**src/rtl/mips_pkg.sv**
```systemverilog
// Shared MIPS pipeline definitions: widths, special instruction encodings, fetch FSM states.
package mips_pkg;
    localparam int unsigned XLEN  = 32;
    localparam int unsigned INS_W = 32;

    localparam logic [INS_W-1:0] NOP_INS  = 32'h0000_0000;
    localparam logic [INS_W-1:0] HALT_INS = 32'hFC00_0000;

    typedef enum logic [1:0] {
        BOOT = 2'd0,
        RUN  = 2'd1,
        HALT = 2'd2
    } fetch_state_e;
endpackage

```
**src/rtl/if_stage_if.sv**
```systemverilog
// Fetch-stage bundle: control inputs, ins_mem fetch path and IF/ID outputs.
interface if_stage_if;
    import mips_pkg::*;

    logic             stall;
    logic             redirect_valid;
    logic [XLEN-1:0]  redirect_pc;
    logic [INS_W-1:0] inscode;
    logic [XLEN-1:0]  pc;
    logic [INS_W-1:0] if_id_ins;
    logic [XLEN-1:0]  if_id_pc4;
    logic             if_id_valid;
    logic             halted;
    logic             fetch_err;

    // Driver side: hazard/branch logic plus instruction memory.
    modport master (
        output stall, redirect_valid, redirect_pc, inscode,
        input  pc, if_id_ins, if_id_pc4, if_id_valid, halted, fetch_err
    );

    // Fetch stage itself.
    modport slave (
        input  stall, redirect_valid, redirect_pc, inscode,
        output pc, if_id_ins, if_id_pc4, if_id_valid, halted, fetch_err
    );
endinterface

```
**src/rtl/if_id_reg.sv**
```systemverilog
// IF/ID pipeline register; flush inserts a bubble and wins over load, otherwise holds.
module if_id_reg
    import mips_pkg::*;
(
    input  logic             clk,
    input  logic             rst,
    input  logic             i_load,
    input  logic             i_flush,
    input  logic [INS_W-1:0] i_ins,
    input  logic [XLEN-1:0]  i_pc4,
    output logic [INS_W-1:0] o_ins,
    output logic [XLEN-1:0]  o_pc4,
    output logic             o_valid
);
    logic [INS_W-1:0] r_ins;
    logic [XLEN-1:0]  r_pc4;
    logic             r_valid;

    always_ff @(posedge clk or negedge rst) begin
        if (!rst) begin
            r_ins   <= NOP_INS;
            r_pc4   <= '0;
            r_valid <= 1'b0;
        end else if (i_flush) begin
            r_ins   <= NOP_INS;
            r_valid <= 1'b0;
        end else if (i_load) begin
            r_ins   <= i_ins;
            r_pc4   <= i_pc4;
            r_valid <= 1'b1;
        end
    end

    assign o_ins   = r_ins;
    assign o_pc4   = r_pc4;
    assign o_valid = r_valid;
endmodule

```
**src/rtl/if_stage.sv**
```systemverilog
// Instruction fetch: owns the PC, fetch FSM (BOOT/RUN/HALT), redirects, stalls and range checks.
module if_stage
    import mips_pkg::*;
#(
    parameter logic [XLEN-1:0] RESET_PC  = 32'h0000_0000,
    parameter int unsigned     MEM_BYTES = 37
) (
    input  logic        clk,
    input  logic        rst,
    if_stage_if.slave   bus
);
    fetch_state_e    r_state, w_state_nxt;
    logic [XLEN-1:0] r_pc, w_pc_nxt;
    logic            r_fetch_err, w_fetch_err_nxt;
    logic            r_halted;
    logic            w_load, w_flush, w_pc_bad;
    logic [XLEN-1:0] w_pc4;

    assign w_pc4 = r_pc + XLEN'(4);
    // Word fetch needs all four bytes in range; 33-bit sum so the top of the address space cannot wrap.
    assign w_pc_bad = (r_pc[1:0] != 2'b00) ||
                      (({1'b0, r_pc} + 33'd3) >= 33'(MEM_BYTES));

    always_ff @(posedge clk or negedge rst) begin
        if (!rst) begin
            r_state     <= BOOT;
            r_pc        <= RESET_PC;
            r_fetch_err <= 1'b0;
            r_halted    <= 1'b0;
        end else begin
            r_state     <= w_state_nxt;
            r_pc        <= w_pc_nxt;
            r_fetch_err <= w_fetch_err_nxt;
            r_halted    <= (w_state_nxt == HALT);
        end
    end

    always_comb begin
        w_state_nxt     = r_state;
        w_pc_nxt        = r_pc;
        w_fetch_err_nxt = r_fetch_err;
        w_load          = 1'b0;
        w_flush         = 1'b0;
        case (r_state)
            BOOT: w_state_nxt = RUN;
            RUN: begin
                if (bus.redirect_valid) begin
                    w_pc_nxt = bus.redirect_pc;
                    w_flush  = 1'b1;
                end else if (bus.stall) begin
                    w_state_nxt = RUN;
                end else if (w_pc_bad) begin
                    w_fetch_err_nxt = 1'b1;
                    w_flush         = 1'b1;
                    w_state_nxt     = HALT;
                end else if (bus.inscode == HALT_INS) begin
                    w_flush     = 1'b1;
                    w_state_nxt = HALT;
                end else begin
                    w_load   = 1'b1;
                    w_pc_nxt = w_pc4;
                end
            end
            HALT: begin
                // A redirect means the halt/error came from a wrong-path fetch.
                if (bus.redirect_valid) begin
                    w_pc_nxt        = bus.redirect_pc;
                    w_fetch_err_nxt = 1'b0;
                    w_flush         = 1'b1;
                    w_state_nxt     = RUN;
                end
            end
            default: w_state_nxt = BOOT;
        endcase
    end

    if_id_reg u_if_id_reg (
        .clk     (clk),
        .rst     (rst),
        .i_load  (w_load),
        .i_flush (w_flush),
        .i_ins   (bus.inscode),
        .i_pc4   (w_pc4),
        .o_ins   (bus.if_id_ins),
        .o_pc4   (bus.if_id_pc4),
        .o_valid (bus.if_id_valid)
    );

    assign bus.pc        = r_pc;
    assign bus.halted    = r_halted;
    assign bus.fetch_err = r_fetch_err;
endmodule
```
**src/flat_wrapper.sv**
```systemverilog
// flat-port wrapper written by rule: the top's interface ports become plain ports
module if_stage_flat import mips_pkg::*;
#(
    parameter logic [XLEN-1:0] RESET_PC  = 32'h0000_0000,
    parameter int unsigned     MEM_BYTES = 37
)
  (clk, rst, bus_stall, bus_redirect_valid, bus_redirect_pc, bus_inscode, bus_pc, bus_if_id_ins, bus_if_id_pc4, bus_if_id_valid, bus_halted, bus_fetch_err);
  if_stage_if bus_i ();
  input  logic clk;
  input  logic rst;
  input wire logic [$bits(bus_i.stall)-1:0] bus_stall;
  input wire logic [$bits(bus_i.redirect_valid)-1:0] bus_redirect_valid;
  input wire logic [$bits(bus_i.redirect_pc)-1:0] bus_redirect_pc;
  input wire logic [$bits(bus_i.inscode)-1:0] bus_inscode;
  output wire logic [$bits(bus_i.pc)-1:0] bus_pc;
  output wire logic [$bits(bus_i.if_id_ins)-1:0] bus_if_id_ins;
  output wire logic [$bits(bus_i.if_id_pc4)-1:0] bus_if_id_pc4;
  output wire logic [$bits(bus_i.if_id_valid)-1:0] bus_if_id_valid;
  output wire logic [$bits(bus_i.halted)-1:0] bus_halted;
  output wire logic [$bits(bus_i.fetch_err)-1:0] bus_fetch_err;
  assign bus_i.stall = bus_stall;
  assign bus_i.redirect_valid = bus_redirect_valid;
  assign bus_i.redirect_pc = bus_redirect_pc;
  assign bus_i.inscode = bus_inscode;
  assign bus_pc = bus_i.pc;
  assign bus_if_id_ins = bus_i.if_id_ins;
  assign bus_if_id_pc4 = bus_i.if_id_pc4;
  assign bus_if_id_valid = bus_i.if_id_valid;
  assign bus_halted = bus_i.halted;
  assign bus_fetch_err = bus_i.fetch_err;
  if_stage #(.RESET_PC(RESET_PC), .MEM_BYTES(MEM_BYTES)) u_core (.clk(clk), .rst(rst), .bus(bus_i));
endmodule
```
**config.mk**
```make
export PLATFORM = sky130hd
export DESIGN_NAME = if_stage_flat
export DESIGN_NICKNAME = d
export VERILOG_FILES = /design/src/rtl/mips_pkg.sv /design/src/rtl/if_stage_if.sv /design/src/rtl/if_id_reg.sv /design/src/rtl/if_stage.sv /design/src/flat_wrapper.sv
export SDC_FILE = /design/constraint.sdc
export NUM_CORES = 1
export LEC_CHECK = 0
export ABC_AREA = 1
export BUFFER_PORTS_ARGS = -buffer_cell sky130_fd_sc_hd__buf_2
export CORE_MARGIN = 3
export CORE_UTILIZATION = 55
export CTS_CLUSTER_DIAMETER = 60
export DETAILED_ROUTE_END_ITERATION = 12
export PLACE_DENSITY_LB_ADDON = 0.05
export REMOVE_ABC_BUFFERS = 1
export SLEW_MARGIN = 20
export SYNTH_ARGS = -nofsm -noshare
export SYNTH_HDL_FRONTEND = slang
export SYNTH_SLANG_ARGS = --single-unit
```
**constraint.sdc**
```tcl
create_clock -name clk -period 4.2 [get_ports clk]
set_input_delay 0.84 -clock clk [delete_from_list [all_inputs] [get_ports clk]]
set_output_delay 0.84 -clock clk [all_outputs]
set_load 0.005 [all_outputs]
```
# After elaboration in Yosys (flattened, before gate mapping)
# Cells that the tools add are included.
# op_classes
reduce_logical,8
eq_ne,11
n_mux,32
magnitude_cmp,1
bitwise,1
n_addsub,2
# ops
cell,n
32-bit two-way mux,7
32-bit case mux with 2 select lines,1
"32-bit by 2-bit adder with 33-bit output, second input constant",1
"33-bit by 6-bit greater-or-equal comparator with 1-bit output, second input constant",1
"32-bit by 3-bit adder with 32-bit output, second input constant",1
"32-bit == test, second input constant",1
1-bit two-way mux,16
2-bit two-way mux,5
5-bit AND reduction,2
"3-bit != test, second input constant",3
"2-bit != test, second input constant",3
2-bit case mux with 3 select lines,1
2-bit nonzero test,3
"2-bit == test, second input constant",2
1-bit case mux with 2 select lines,2
"2-bit by 1-bit == test with 1-bit output, second input constant",1
2-bit zero test,1
"2-bit by 1-bit != test with 1-bit output, second input constant",1
2-bit AND reduction,1
1-bit logical OR,1
1-bit NOT,1
# totals
input_bits,68
register_bits,101
wordCells,62
out_inout_bits,99

# Longest topological paths before layout
# Gate-level depths: netlist of run 1.
# logic_depth
depth_word,9
mapped_depth,21
ltp_nobuf,21

# Cells and area by module
# Synthesis of run 1 repeated with hierarchy kept, for this count alone.
# unflattened
cells_unflattened,918
area_unflattened_um2,6449.9
# by_module_without_submodules
mod,cells_per_inst,seq_area_each_um2,area_each_um2,n_inst
if_stage,636,900.9,3905.0,1
if_id_reg,282,1626.6,2544.9,1

# Worst setup path after synthesis of run 1
# Ideal clock, no wire load.
# synth_timing
path_type,register to register
startpoint,register u_core.r_pc[0] (netlist: u_core.bus.pc[0])
endpoint,register u_core.r_pc[18] (netlist: u_core.bus.pc[18])
setup_time_ns,0.122
required_time_ns,4.078
n_path_buf,1
slack_ns,1.730
stages_incl_launch_ff,20
arrival_ns,2.349
synth_period_minus_slack_ns,2.470
path_cell_list,dfrtp_1 inv_1 ha_1 inv_1 nand2_1 inv_1 nand2_2 nand2_1 nand2_1 a21oi_1 nand2_1 nor2_1 nand2_1 nor2_4 nand4_2 nand2_2 nand2_4 buf_6 nand2_1 o21ai_2
# synth_via
elab_chain_cells,6
elab_cells_between_ends,12
cone_classes,add/sub (2); order compare (1); eq/ne (1); mux (5); reduce/logical (3)
# synth_rtl
element,line,text
start: declaration,if_stage.sv:13,"logic [XLEN-1:0] r_pc, w_pc_nxt;"
start signal: assignment,if_stage.sv:32,r_pc <= w_pc_nxt;
"parallel branches: the longest is 6 deep, another holds 32-bit by 2-bit adder with 33-bit output",--,
# Several ways; the timed one is not identified. The select of a mux whose other input is x is not followed.
# A chain may end at the register's enable or synchronous reset.

# Worst setup path in the final report of run 1
# layout_timing
startpoint,register u_core.r_pc[2] (netlist: u_core.bus.pc[2])
endpoint,register u_core.r_pc[7] (netlist: u_core.bus.pc[7])
# Same word-level chain as after synthesis.

==> summary.md, run 1 <==
The endpoint identified for the worst register-to-register timing path is u_core.bus.pc[7]. The final worst-path setup slack was 0.722 ns. Dividing the detail-routed wire length by the instance count gives 15.5 µm.

Number of antenna violations at the first check in global routing: 0. Setup slack on the worst reg-to-reg path comes out at 0.72 ns. The tree is rooted in a clkbuf_16. The maximum number of pins on one net before global-route repair is 61, and the power consumption is 4.38 mW.

The flow ran to the end, and the final reports show no timing, DRC or antenna violations. The synthesized netlist occupies a cell area of 6480 µm². By area the synthesized netlist is led by dfrtp_1 39%, nand2_1 13%, inv_1 4.6%, nand3_1 4.1%, o21ai_2 4.1%. The run gives 9 as the number of buffers created by CTS. The path with the worst hold slack has its endpoint at u_core.u_if_id_reg.o_pc4[17].

The type of element launching the critical path is a flop. For this run, the number of Yosys warnings is 0. Across all hold checks on the routed design, the worst slack comes to 0.464 ns. Once placement finished, the instance area stood at 7330 µm². The wire length of the first global-routing pass is 28.2 mm, and the die extent in y is 115 µm. After synthesis, the share of flip-flops with an asynchronous set or reset is 100%.

STA puts the critical path data arrival time at 3.68 ns. The via count was 5993. The shortest period the worst path allows was 3.48 ns. For the number of max-capacitance violations reported, the log shows 0. The tools report the later-pin clock latency in the skew report as 0.35 ns. The startpoint of the lowest-slack hold path is u_core.u_if_id_reg.o_pc4[17].

The synthesized design contains 101 register bits. The area growth from synthesis to layout is 18.3%, and the worst max-slew margin expressed relative to the limit is 37.3%. The run gives 0 as the post-cts sizing count. In this design, the stage delay of the slowest critical-path cell is 0.55 ns. Buffers placed on the I/O ports in this run total 166. From left edge to right edge, the die measures 115 µm.

The worst hold path belongs to the class flop to flop. The commonest cells after synthesis are 230 x nand2_1, 101 x dfrtp_1, 80 x inv_1. Per report_power, the clock group accounts for 21.6% of the total.

The tools report the number of standard cells in the final layout excluding fillers as 1122. Hold repair after CTS inserted 0 buffers. For the count of unresolved DRC violations after routing, the log shows 0. After filler insertion, the fill cell instance count of the layout stands at 1011.

The core region is 11500 µm². For the floorplan row count, the log shows 39. The number of levels in the clock H-tree is 3, and the total setup violations reported at the end of the flow is 0. Dividing the final minimum period by the clock period gives 82.8%. The worst register-to-register path begins at u_core.bus.pc[2]. The power density over cell area came out at 571 nW/µm². Yosys mapped the design onto 32 distinct sky130hd cell types. Across the VDD grid, the largest voltage drop is 0.436 mV.

The internal power is 2.39 mW. In the post-synthesis netlist, the cell with the most instances is nand2_1. Summed over all layers, the global routing overflow is 0. Registers are responsible for 34.5% of the overall power. Together, buffers and inverters on the worst path number 0. The kind of end point of the critical path is a flop.

TritonCTS built the clock tree. Of the post-synthesis cell area, the dominant cell type holds 39.0%. The required time of the worst setup path is 4.41 ns, and the switching share of power is 45.4%.

The total die area was 13100 µm²; the via-per-instance ratio was 5.34. The slowest library cell on the worst path is dfrtp_1. The number of flops mapped to enable cells by yosys works out to 0.

The starting density of the core was 56.5%; the highest achievable clock rate was 0.288 GHz. For the overall fraction of global-route tracks in use, the log shows 26.9%. The most numerous cell type found on the critical path is nand2_1. The signal on the critical path passes through ha_1, nand2_1, nor2_1, nand2_4, nor2_4, nand2_2, nand2_1, nand3_1, nor2_1, nand2_1, nor2_4, nand4_2, nand2_2, nand2_4, nand2_1, o21ai_2. Buffers added to address setup during post-CTS repair amount to 0. In this run, the number of DRC markers left after iteration 0 of detailed routing was 437. The clock drives 101 sinks. The tools report the number of hold-slack violations in the final timing report as 0.

The startpoint-to-endpoint class of the critical path is flop to flop. Counting buffers and inverters, the worst setup path is 16 cells deep. The pre-antenna-repair detailed-routing pass consisted of 5 iterations. The routed wire length was 17.4 mm; the last weighted congestion value of the routability-driven placer was 0.962.

Clock skew on the completed layout was measured at 0.00764 ns. The summed area of non-filler cells in the final layout is 7660 µm², and the worst setup slack before clock tree synthesis is 0.808 ns. The maximum clock path buffer count came out at 2. After clock tree synthesis, the clock-pin slew on the worst setup and hold paths is 0.08 ns.

The tools report the final antenna diode count as 0. Ratio of cells with drive above 1 in the final layout: 32.0%. For this run, the leading register cell type out of synthesis is dfrtp_1. Hold path depth: 2. On the critical path the largest part of the delay comes from simple AND/OR/NAND/NOR gates. Setup repair after global routing left no endpoint under its margin. Once placement completed, the tool counted placed cells totaling 1106.

In this run the count of I/O pins placed on the die edge is 167. Post-layout utilization of the core: 66.8%. The slew at the pin closest to its max-slew limit came out at 0.941 ns. After legalization and detailed placement, the total HPWL measured 12.9 mm. The logs give 0 for the number of max-slew violations in the final report and 4.16 nW for the leakage power summed over all cells. The part of the power in combinational logic was 44.0%; the count of mapped cells out of synthesis was 826. Each instance of the synthesized netlist takes up on average 7.84 µm². For this run, the post-layout net count is 1049. Most area-hungry cell type in the Yosys netlist: dfrtp_1.

Once detail routing completed, the nets flagged for antenna violations numbered 0. The cell count of the worst reg-to-reg path is 16, and the sequential-to-total area share from yosys stat is 39.0%. In the final layout, flip-flops and latches occupy 2530 µm². After routing, the total negative slack on setup checks comes to 0 ns. The top fanout value on the critical path came out at 60. The logs give 3410 µm² for the combined area of the multi-input logic cells and 1.99 mW for the net switching power figure. The via count of the first global-routing pass was 5692.
logic make-up after synthesis:
logic type	share of synthesized area [%]
and+or+nand+nor	38.2
buffers and inverters	8.38
DFF	39.0
AOI/OAI and AO/OA	6.41
xor gates and xnor gates	3.38
muxes	3.25
adders and majority gates	1.35
cell type report:
class,count,area share (%)
Inverter,83,4.07
Tap cell,143,2.34
Clock inverter,7,1.42
Clock buffer,9,2.94
Timing Repair Buffer,173,11.7
Sequential cell,101,33.0
Multi-Input combinational cell,606,44.5
power by group through the flow:
stage	Clock, mW	Sequential (mW)	Combinational (mW)
2_1_floorplan	0	1.44	1.36
3_3_place_gp	0	1.51	1.86
3_5_place_dp	0	1.52	1.91
4_1_cts	0.957	1.50	1.93
5_1_grt	0.995	1.54	2.16
6_report	0.943	1.51	1.92
tightest hold or removal path, delay by kind of cell (launching register included):
kind / cells / cell delay, ns
buffers and inverters: 1 / 0.04
flip-flops: 1 / 0.34
AND/OR/NAND/NOR: 1 / 0.05
per-layer routing:
layer	up-vias	part of all wire, %	track usage, %
met2	212	45	41.2
li1	2951	-	-
met4	0	1.7	8.08
met3	23	7.9	6.03
met5	-	0	0
met1	2807	45	38.1
worst max path at each step:
stage,start,endpoint,slack [ns]
2_1_floorplan,bus_redirect_valid,u_core.u_if_id_reg.o_ins[0],0.64
3_3_place_gp,u_core.bus.pc[0],u_core.u_if_id_reg.o_pc4[2],0.87
3_5_place_dp,u_core.bus.pc[0],u_core.u_if_id_reg.o_pc4[6],0.81
4_1_cts,u_core.bus.pc[2],u_core.bus.pc[7],0.76
5_1_grt,u_core.bus.pc[0],u_core.bus.pc[7],0.40
6_report,u_core.bus.pc[2],u_core.bus.pc[7],0.72
sequential cells by signal, indices dropped and copies added (netlist names):
| signal | count |
|---|---|
| u_core.bus.pc | 32 |
| u_core.u_if_id_reg.o_ins | 32 |
| u_core.u_if_id_reg.o_pc4 | 32 |
| u_core.r_state | 2 |
| u_core.bus.fetch_err | 1 |
| u_core.bus.halted | 1 |
| u_core.u_if_id_reg.o_valid | 1 |
cells in the final DEF, fill, tap and decap left out, types with 3 or more instances in the layout:
master       n
dfrtp_1    101
nor2_1      63
a21oi_1      6
o21ai_0     15
ha_1         7
inv_1       80
nand4_1     40
nand3_2     21
inv_6        3
nand4_2      3
o21ai_2     30
nor2_2      12
buf_4        7
o21ai_1      8
nand3b_1     5
buf_2      165
and2_1       4
nand3_1     53
nand2_2     39
xnor2_1      5
nand2_1    230
xor2_1      20
nor2_4      13
nor4_1       6
mux2i_1     21
inv_2        3
clkbuf_16    9
(Power assumes the default switching activity.)
==> run 2, diff against run 1 <==
--- a/config.mk
+++ b/config.mk
@@ -8,7 +8,7 @@
 export ABC_AREA = 1
 export BUFFER_PORTS_ARGS = -buffer_cell sky130_fd_sc_hd__buf_2
 export CORE_MARGIN = 3
-export CORE_UTILIZATION = 55
+export CORE_UTILIZATION = 54
 export CTS_CLUSTER_DIAMETER = 60
 export DETAILED_ROUTE_END_ITERATION = 12
 export PLACE_DENSITY_LB_ADDON = 0.05
==> constraint.sdc (replaced) <==
create_clock -name clk -period 3.5 [get_ports clk]
set_input_delay 0.7 -clock clk [delete_from_list [all_inputs] [get_ports clk]]
set_output_delay 0.7 -clock clk [all_outputs]
set_load 0.005 [all_outputs]
==> run 2 against run 1 <==
  * Hold slack worse by 0.031 ns
  * Register-to-register slack worse by 0.40 ns
  * Largest power group unchanged
  * Cell count is 0.53% higher
  * Clock power is 8% higher
  * Flip-flop and latch count stayed put
==> summary.md, run 2 (synthesized netlist as in run 1, its figures left out) <==
The run finished with clean final reports. STA classifies the critical path startpoint as a flop. The total die area was 13300 µm² (+1.8%); the count of placed standard cells including taps was 1112 (+0.54%). The min-delay analysis places its worst path in the category input pin to asynchronous set/reset pin. For the arrival time of the worst setup path, the log shows 3.43 ns (-0.25 ns). The shortest period the worst path allows was 3.18 ns (-0.296 ns). In this run the critical register-to-register path is launched from u_core.bus.pc[0]. The run gives 66.9% (+0.075 points) as the post-layout utilization of the core.

The combined area of the multi-input logic cells was 3420 µm² (+0.37%); the ratio of cells with drive above 1 in the final layout was 32.6% (+0.62 points). The number of routed nets with antenna violations was 0 (unchanged). STA classifies the critical path endpoint as a flop.

The worst IR drop on VDD was 0.471 mV (+8.1%); the core outline area was 11600 µm² (+0.85%). The boundary pin count was 167 (unchanged); the die extent in y was 116 µm (+0.88%). The maximum clock path buffer count is 2 (unchanged).

The library cell used most frequently in the layout, excluding fill and tap cells, is nand2_1. The routed wirelength normalized by instance count is 15.8 µm (+1.9%). For the routed wire length, the log shows 17.8 mm (+2.5%). TritonCTS built the clock tree. The half-perimeter wire length after detailed placement is 13.5 mm (+4.9%). Setup repair after global routing left no endpoint under its margin. The via count of the first global-routing pass is 5552 (-2.5%). The clock net sink count was 101 (unchanged); the final layout net count was 1055 (+0.57%).

The number of port buffers was 166 (unchanged). The tools report the number of standard cells in the final layout excluding fillers as 1128 (+0.53%). The via count was 6041 (+0.80%); the number of max-slew violations in the final report was 0 (unchanged).

In the layout the commonest cells are 230 x nand2_1, 165 x buf_2, 101 x dfrtp_1. The maximum number of pins on one net before global-route repair was 64 (+4.9%). The first-iteration detailed-routing DRC count is 444 (+1.6%).

The number of antenna violations at the first check in global routing was 0 (unchanged); the floorplan row count was 39 (unchanged). The final-layout fill cell count is 1010 (-0.099%), and the number of levels in the clock H-tree is 3 (unchanged). The horizontal extent of the die is 116 µm (+0.88%).

For the total setup violations reported at the end of the flow, the log shows 0 (unchanged). For the later-pin clock latency in the skew report, the log shows 0.36 ns (about the same). Count of unresolved DRC violations after routing: 0 (unchanged). The tools report the leakage power summed over all cells as 4.19 nW (+0.72%). The worst max-slew margin expressed relative to the limit came out at 45.4% (+8.1 points). The setup path with the least slack is of type flop to flop.

The wire length of the first global-routing pass is 28.5 mm (+1.1%), and the via-per-instance ratio is 5.36 (+0.26%). The run gives 9 (unchanged) as the number of buffers created by CTS. The slew at the pin closest to its max-slew limit was 0.819 ns (-0.122 ns); the highest achievable clock rate was 0.314 GHz (+9.3%). The overall overflow remaining after global route was 0 (unchanged).

The final antenna diode count was 0 (unchanged); the number of hold-slack violations in the final timing report was 0 (unchanged). For the register area, the log shows 2530 µm² (unchanged). The run gives 0 (unchanged) as the number of max-capacitance violations reported.

The tree is rooted in a clkbuf_16. The power density over cell area is 682 nW/µm² (+19%). The starting density of the core was 56.0% (-0.48 points). The total iterations of the first detailed-routing run was 5 (unchanged). The required time of the worst setup path was 3.75 ns (-0.66 ns); the final setup TNS was 0 ns (unchanged). The critical path starts at u_core.bus.pc[0]. The post-route fraction of the period consumed by the critical path came out at 90.9% (+8.1 points). The overall fraction of global-route tracks in use is 27.3% (+0.45 points), and the area growth from synthesis to layout is 19.4%. For the last weighted congestion value of the routability-driven placer, the log shows 0.966 (+0.45%). The final worst clock skew was 0.00710 ns (-0.000541 ns).

The clock slew seen by the registers of the worst setup and hold paths works out to 0.08 ns (about the same). The top fanout value on the critical path came out at 34 (-43%).
run 2: changes by cell type in the layout (fill, tap and decap cells not counted), sizes merged:
cell | previous run | this run
buf | 173 | 179
inv | 88 | 87
clkinvlp | 0 | 1
clkinv | 0 | 2
bufinv | 2 | 0
run 2: worst max-delay path, cell delays in order, from the launching register on:
cell	delay, ns
dfrtp_1	0.42
inv_1	0.11
ha_1	0.25
inv_2	0.12
nand2_1	0.11
inv_1	0.16
nand2_2	0.12
nand2_1	0.07
nand2_1	0.08
a21oi_2	0.22
nand2_1	0.08
nor2_1	0.16
nand2_1	0.12
nor2_4	0.18
nand4_2	0.14
nand2_2	0.16
nand2_8	0.15
buf_12	0.23
nand2_1	0.10
o21ai_2	0.05
run 2: final timing paths:
| kind | cells past startpoint | endpoint | slack, ns |
|---|---|---|---|
| worst max-delay path | 19 | u_core.bus.pc[8] | 0.32 |
| worst min register to register | 2 | u_core.u_if_id_reg.o_pc4[19] | 0.47 |
| worst max register to register | 19 | u_core.bus.pc[8] | 0.32 |
| worst min-delay path | 1 | u_core.bus.pc[8] | 0.43 |
| min in group clk | 2 | u_core.u_if_id_reg.o_pc4[19] | 0.47 |
| max in group asynchronous | 2 | u_core.u_if_id_reg.o_ins[22] | 2.36 |
run 2: layer usage:
metal	track usage, %	up-vias	part of all wire, %
met5	0	-	0
met4	7.75	0	1.9
met3	6.11	29	7.1
met2	41.6	219	45
met1	39.4	2822	46
li1	-	2971	-
run 2: final cells by class:
type                    count  share of cell area [%]
multi-input cells         606                    44.2
flip-flops and latches    101                    32.7
repair buffers            179                    12.8
inverters                  83                    4.03
clock buffers               9                    2.91
well taps                 143                    2.31
clock inverters             7                   0.971
run 2: power by group:
part	leakage, nW	internal [mW]	switching [mW]
clock network	0.145	0.508	0.516
logic	2.69	0.935	1.50
registers	1.35	1.38	0.424
run 2: stage by stage:
stage	hold WS, ns	setup WS [ns]	cell area, µm²	power (mW)
3_5_place_dp	0.448	0.214	7420	4.23
6_report	0.433	0.319	7730	5.27
4_1_cts	0.467	0.189	7720	5.27
3_3_place_gp	0.444	0.286	7420	4.16
5_1_grt	0.493	0.0823	7730	5.67
2_1_floorplan	0.404	0.0773	6250	3.36
run 2: what timing repair did:
action                     4_1_cts  5_1_grt
buffers inserted                 0        0
setup endpoints to repair        0       68
resized for setup                0        3
hold buffers                     0        0
